[config.mk]
export PLATFORM = sky130hd
export DESIGN_NAME = wb_host_initiator
export DESIGN_NICKNAME = d
export VERILOG_FILES = /design/src/rtl/wb_host_initiator.sv
export SDC_FILE = /design/constraint.sdc
export NUM_CORES = 1
export LEC_CHECK = 0
export CORE_MARGIN = 8
export CORE_UTILIZATION = 40
export CTS_CLUSTER_DIAMETER = 150
export CTS_CLUSTER_SIZE = 30
export DETAILED_ROUTE_END_ITERATION = 10
export PLACE_DENSITY = 0.87
export SKIP_LAST_GASP = 1
export SLEW_MARGIN = 20
export SYNTH_ARGS = -nofsm -noshare
export SYNTH_HDL_FRONTEND = slang
export SYNTH_SLANG_ARGS = --single-unit
[constraint.sdc]
create_clock -name wb_clk_i -period 5.6 [get_ports wb_clk_i]
set_clock_uncertainty 0.1 [all_clocks]
set_input_delay 1.12 -clock wb_clk_i [delete_from_list [all_inputs] [get_ports wb_clk_i]]
set_output_delay 1.12 -clock wb_clk_i [all_outputs]
set_load 0.03 [all_outputs]
[src/rtl/wb_host_initiator.sv]
// wb_host_initiator
//
// Turns one command from a valid/ready command port into one classic
// single-transfer Wishbone read or write. It then returns the result on a
// valid/ready response port. A bounded wait-state timeout ensures that a
// silent slave cannot hang the host.
//
// Parameters:
//   TIMEOUT   bus clocks to wait for ack before aborting (0 = wait forever),
//             legal range 0..65535
//
// Ports:
//   wb_clk_i, wb_rst_i        clock, async active-high reset
//   cmd_valid/cmd_ready       command handshake (ready only in IDLE)
//   cmd_we/adr/dat/sel        command payload
//   rsp_valid/rsp_ready       response handshake
//   rsp_dat, rsp_err          read data (0 for writes/timeouts), timeout flag
//   wbm_*                     Wishbone initiator signals
//   busy                      transfer or response outstanding
//
// state | meaning
// ------+---------------------------------------------
// IDLE  | waiting for a command, cmd_ready high
// BUS   | Wishbone cycle in progress, cyc/stb high
// RESP  | response held until the consumer takes it

module wb_host_initiator #(
    parameter int unsigned TIMEOUT = 255
) (
    input  logic        wb_clk_i,
    input  logic        wb_rst_i,
    input  logic        cmd_valid,
    output logic        cmd_ready,
    input  logic        cmd_we,
    input  logic [31:0] cmd_adr,
    input  logic [31:0] cmd_dat,
    input  logic [3:0]  cmd_sel,
    output logic        rsp_valid,
    input  logic        rsp_ready,
    output logic [31:0] rsp_dat,
    output logic        rsp_err,
    output logic        wbm_cyc_o,
    output logic        wbm_stb_o,
    output logic        wbm_we_o,
    output logic [3:0]  wbm_sel_o,
    output logic [31:0] wbm_adr_o,
    output logic [31:0] wbm_dat_o,
    input  logic        wbm_ack_i,
    input  logic [31:0] wbm_dat_i,
    output logic        busy
);

    typedef enum logic [1:0] {
        IDLE = 2'd0,
        BUS  = 2'd1,
        RESP = 2'd2
    } state_t;

    localparam bit          TIMEOUT_EN = (TIMEOUT != 0);
    // Counter value seen on the last permitted bus clock; the subtraction
    // only matters when the timeout is enabled.
    localparam logic [15:0] WAIT_LAST  = TIMEOUT_EN ? 16'(TIMEOUT - 1) : 16'd0;

    state_t      state;
    logic [15:0] wait_cnt;

    assign cmd_ready = (state == IDLE);
    assign busy      = (state != IDLE);

    always_ff @(posedge wb_clk_i or posedge wb_rst_i) begin
        if (wb_rst_i) begin
            state     <= IDLE;
            wait_cnt  <= 16'd0;
            wbm_cyc_o <= 1'b0;
            wbm_stb_o <= 1'b0;
            wbm_we_o  <= 1'b0;
            wbm_sel_o <= 4'd0;
            wbm_adr_o <= 32'd0;
            wbm_dat_o <= 32'd0;
            rsp_valid <= 1'b0;
            rsp_dat   <= 32'd0;
            rsp_err   <= 1'b0;
        end else begin
            case (state)
                IDLE: begin
                    if (cmd_valid) begin
                        state     <= BUS;
                        wait_cnt  <= 16'd0;
                        wbm_cyc_o <= 1'b1;
                        wbm_stb_o <= 1'b1;
                        wbm_we_o  <= cmd_we;
                        wbm_sel_o <= cmd_sel;
                        wbm_adr_o <= cmd_adr;
                        wbm_dat_o <= cmd_dat;
                    end
                end
                BUS: begin
                    // Ack is checked first so it wins over a same-edge timeout.
                    if (wbm_ack_i) begin
                        state     <= RESP;
                        wbm_cyc_o <= 1'b0;
                        wbm_stb_o <= 1'b0;
                        rsp_valid <= 1'b1;
                        rsp_dat   <= wbm_we_o ? 32'd0 : wbm_dat_i;
                        rsp_err   <= 1'b0;
                    end else begin
                        wait_cnt <= wait_cnt + 16'd1;
                        if (TIMEOUT_EN && (wait_cnt == WAIT_LAST)) begin
                            state     <= RESP;
                            wbm_cyc_o <= 1'b0;
                            wbm_stb_o <= 1'b0;
                            rsp_valid <= 1'b1;
                            rsp_dat   <= 32'd0;
                            rsp_err   <= 1'b1;
                        end
                    end
                end
                RESP: begin
                    if (rsp_ready) begin
                        state     <= IDLE;
                        rsp_valid <= 1'b0;
                    end
                end
                default: begin
                    state     <= IDLE;
                    wbm_cyc_o <= 1'b0;
                    wbm_stb_o <= 1'b0;
                    rsp_valid <= 1'b0;
                end
            endcase
        end
    end

endmodule
Yosys cells after proc, flatten, opt, wreduce, memory -nomap -nowiden. Index checks and enable logic that the tools add are counted.

Flip-flop bits (word level): 122. Bits in latches: 0. Memory bits (writable): 0. Bits in read-only memories: 0. Input bits: 106. Output and inout bits: 107. Logic and storage cells: 50. Memories: 0.

Add/sub/neg operators: 1. Multiply operators: 0. Divide/modulo/power cells: 0. Magnitude comparators: 0. Equal/unequal tests: 7. Shift operators: 0. Multiplexer cells: 20. Bitwise gates (word level): 2. Reduce and logical (&&, ||, !) cells: 10.

Operator list (count): two-way mux 32 bit (3); two-way mux 16 bit (2); one-hot mux 16 bit (2 select lines) (1); adder 16 x 1 -> 16 bit (second input constant) (1); equality test 16 x 8 -> 1 bit (second input constant) (1); AND reduction 3 bit (4); two-way mux 2 bit (4); two-way mux 1 bit (7); inequality test 2 bit (second input constant) (3); one-hot mux 1 bit (3 select lines) (2); one-hot mux 2 bit (3 select lines) (1); nonzero test 2 bit (3); AND reduction 2 bit (2); inequality test 3 bit (second input constant) (1); equality test 2 x 1 -> 1 bit (second input constant) (1); equality test 2 bit (second input constant) (1); logical NOT 2 bit (1); inverter 1 bit (2).

Longest topological paths before layout.
Depth in word-level cells: 4. Depth in mapped cells: 7. Gate-level depth less buffers: 6.

Worst setup path before layout. OpenSTA, ideal clock, no wires.

Path type: reg2out. Start point: register state[1]. End point: output port busy. Arrival: 1.335 ns. Data required time: 4.380 ns. Path slack: 3.045 ns. Cell stages (with the launch flop): 4. Buffers on the path: 1. Cells stage by stage: dfrtp_1 > clkbuf_1 > nor2_1 > inv_1.

Word-level cells in the longest chain between the ends: 1.

Ends and longest elaborated chain: start, declared (RTL line 64) `state_t state;`; start signal, assigned (RTL line 72) `state <= IDLE;`; start signal, assigned (RTL line 87) `state <= BUS;`; start signal, assigned (RTL line 100) `state <= RESP;`; nonzero test 2 bit (RTL line 68) `assign busy = (state != IDLE);`; end, declared (RTL line 50) `output logic busy`.

No other way between the ends.

Final worst setup path.
Start point: register state[1]. End point: output port cmd_ready.

Word-level cells in the longest chain between the ends: 1.

Ends and longest elaborated chain: logical NOT 2 bit (RTL line 67) `assign cmd_ready = (state == IDLE);`; end, declared (RTL line 33) `output logic cmd_ready,`.

No other way between the ends.

==> impl_metrics.tcl <==
set metrics [dict create \
    outcome "completed" \
    cts.sinks 122 \
    slew_violations 0 \
    clk-insertion-delay-late_ns 0.42 \
    ctsResizeCount 0 \
    cap_violations 0 \
    yosys_register_bits 122 \
    dr.pass1.iters 4 \
    syn2layout_area_growth_pct 59.15 \
    p_leak_nw 3.659 \
    root_buffer "clkbuf_16" \
    final_area_mm2 0.007726 \
    fin_setup_tns_ns 0 \
    antenna_cells 0 \
    grt_pass1_wl_um 22980 \
    final_common_cell "nand2_1" \
    syn_nets 590 \
    final-hold-violation-count 0 \
    vdd_drop_max_mv 0.3335 \
    powerDensity_mw_per_mm2 623.2 \
    grt_max_degree 82 \
    viasPerCell 4.960 \
    placed_area_mm2 0.007093 \
    crit_fanout 10 \
    grt_pass1_vias 4449 \
    cts_inserted_buffers 17 \
    dp_hpwl_um 10530 \
    htree_levels 4 \
    antenna_left 0 \
    ioPinCount 213 \
    cp-start-kind "flop" \
    fin_crit_ns 3.172 \
    period_share_pct 56.64 \
    synth-main-ff-cell "dfrtp_1" \
    async_flop_share_pct 100.0 \
    gp_congestion 0.8196 \
    grt_overflow 0 \
    antenna_found_initial 0 \
    clk_path_buf_depth 2 \
    crit_path_end_kind "primary output" \
    avgSynthCellArea_um2 10.07 \
    coreArea_mm2 0.01191 \
    path_clk_slew_ns 0.06 \
    final_cell_mix "nand2_1, clkdlybuf4s50_1, dfrtp_1" \
    dr_total_vias 4236 \
    cp_slowest_stage_delay_ns 0.75 \
    post-cts-setup-buffers 0 \
    min_path_cells 2 \
    track_usage_pct 18.39 \
    design.die.area_mm2 0.01592 \
    r2r_slack_ns 3.24 \
    slew_headroom_pct 45.14 \
    ys_seq_area_share_pct 62.89 \
    finalPower_mw 4.815 \
    hold_path_class "reg -> reg" \
    layout-drive-gt1-share_pct 7.214 \
    die_h_um 126.2 \
    yosysWarnings 0 \
    final_nets 802 \
    synth_edf_count 0 \
    fin_util_pct 64.86 \
    cts_tree "yes" \
    drtIter0Drc 277 \
    rr_endpoint "rsp_dat[21]$_DFFE_PP0P_" \
    r2r_start "wait_cnt[0]$_DFFE_PP0P_" \
    tightest_slew_ns 0.8228 \
    crit_type "reg -> out" \
    drt-total-wl_um 14530 \
    initial_core_util_pct 40.76 \
    rsz0062_at_grt "no" \
    cp_cell_sequence "nor2_1 > clkdlybuf4s50_1" \
    rr_worst_depth 6 \
    cts_hold_buf 0 \
    post-route-drc-count 0 \
    slowest_stage "clkdlybuf4s50_1" \
    setup_viol 0 \
    port_buffers 212 \
    min_to "wbm_adr_o[2]$_DFFE_PP0P_" \
    max_freq_mhz 315.3 \
    arrival_ns 1.95 \
    synth.distinct_cells 40 \
    fillers 912 \
    syn_inst 482 \
    min_from "wbm_adr_o[2]$_DFFE_PP0P_" \
    dieWidth_um 126.2 \
    num_rows 40 \
    cp_data_required_time_ns 4.38 \
    wl_per_cell_um 17.01 \
    synthesis.area_mm2 0.004855 \
]
-- registers in the layout (all words and copies together) (netlist names) --
| register | count |
|---|---|
| wbm_dat_o | 32 |
| rsp_valid | 1 |
| wbm_sel_o | 4 |
| wbm_adr_o | 32 |
| rsp_dat | 32 |
| wbm_we_o | 1 |
| rsp_err | 1 |
| wbm_stb_o | 1 |
| state | 2 |
| wait_cnt | 16 |
-- power by group --
| group | switching [mW] | internal, mW |
|---|---|---|
| registers | 0.216 | 1.24 |
| logic | 1.32 | 0.879 |
| clock network | 0.404 | 0.759 |
| total | 1.94 | 2.87 |
-- critical path, delay by kind of cell (launching register included) --
family	cells	cell delay (ns)
AND/OR/NAND/NOR	1	0.31
flip-flops	1	0.48
buffers and inverters	1	0.75
-- cell usage after synthesis (4+ instances only) --
master,n,area (um2)
a21oi_1,11,55.05
a22o_1,30,262.8
clkbuf_1,20,75.07
dfrtp_1,122,3053
inv_1,8,30.03
nand2_1,216,810.8
nand2b_1,4,25.02
nand3_1,4,20.02
nand4_1,5,31.28
nor2_1,9,33.78
o21ai_0,8,40.04
or3_1,7,43.79
xor2_1,4,35.03
-- layer usage --
layer  up-vias  GRT usage (%)  wire [um]
met5         -              0          0
li1       2015              -          -
met4         0          8.139        346
met1      2046          19.49       5650
met2       151          30.95       7312
met3        24          8.354       1219
-- cell type report --
| cell class | instances | area [um2] | area share [%] |
|---|---|---|---|
| Timing Repair Buffer | 217 | 2160 | 27.95 |
| Inverter | 8 | 32.53 | 0.4211 |
| Clock buffer | 18 | 439.2 | 5.684 |
| Clock inverter | 14 | 193.9 | 2.510 |
| Sequential cell | 122 | 3053 | 39.51 |
| Tap cell | 147 | 183.9 | 2.381 |
| Multi-Input combinational cell | 328 | 1664 | 21.54 |
-- worst max path at each step --
stage                               from                        to  slack [ns]
floorplan                       wb_rst_i    rsp_dat[0]$_DFFE_PP0P_        1.14
global placement               wbm_ack_i   wait_cnt[8]$_DFFE_PP0P_        2.62
detailed placement             wbm_ack_i  wait_cnt[14]$_DFFE_PP0P_        2.53
CTS                 state[1]$_DFFE_PP0P_                 cmd_ready        2.42
global route        state[1]$_DFFE_PP0P_                 cmd_ready        2.33
finish              state[1]$_DFFE_PP0P_                 cmd_ready        2.43
-- cell families after synthesis --
| family | count (synthesis) | share of synthesized area [%] |
|---|---|---|
| AO/OA/AOI/OAI | 60 | 9.897 |
| XOR/XNOR | 5 | 0.9020 |
| adder cells (fa/ha/maj) | 2 | 0.5154 |
| buffers and inverters | 32 | 3.015 |
| flip-flops | 122 | 62.89 |
| multiplexers | 2 | 0.4381 |
| AND/OR/NAND/NOR | 259 | 22.35 |
-- through the flow --
step | setup WS (ns) | std cells | hold slack, ns
final | 2.428 | 854 | 0.3727
after CTS | 2.415 | 854 | 0.3755
after global routing | 2.325 | 854 | 0.3953
after detailed placement | 2.530 | 822 | 0.3614
after global placement | 2.615 | 822 | 0.3569
after floorplan | 1.137 | 482 | 0.3626
(Power assumes the default switching activity.)
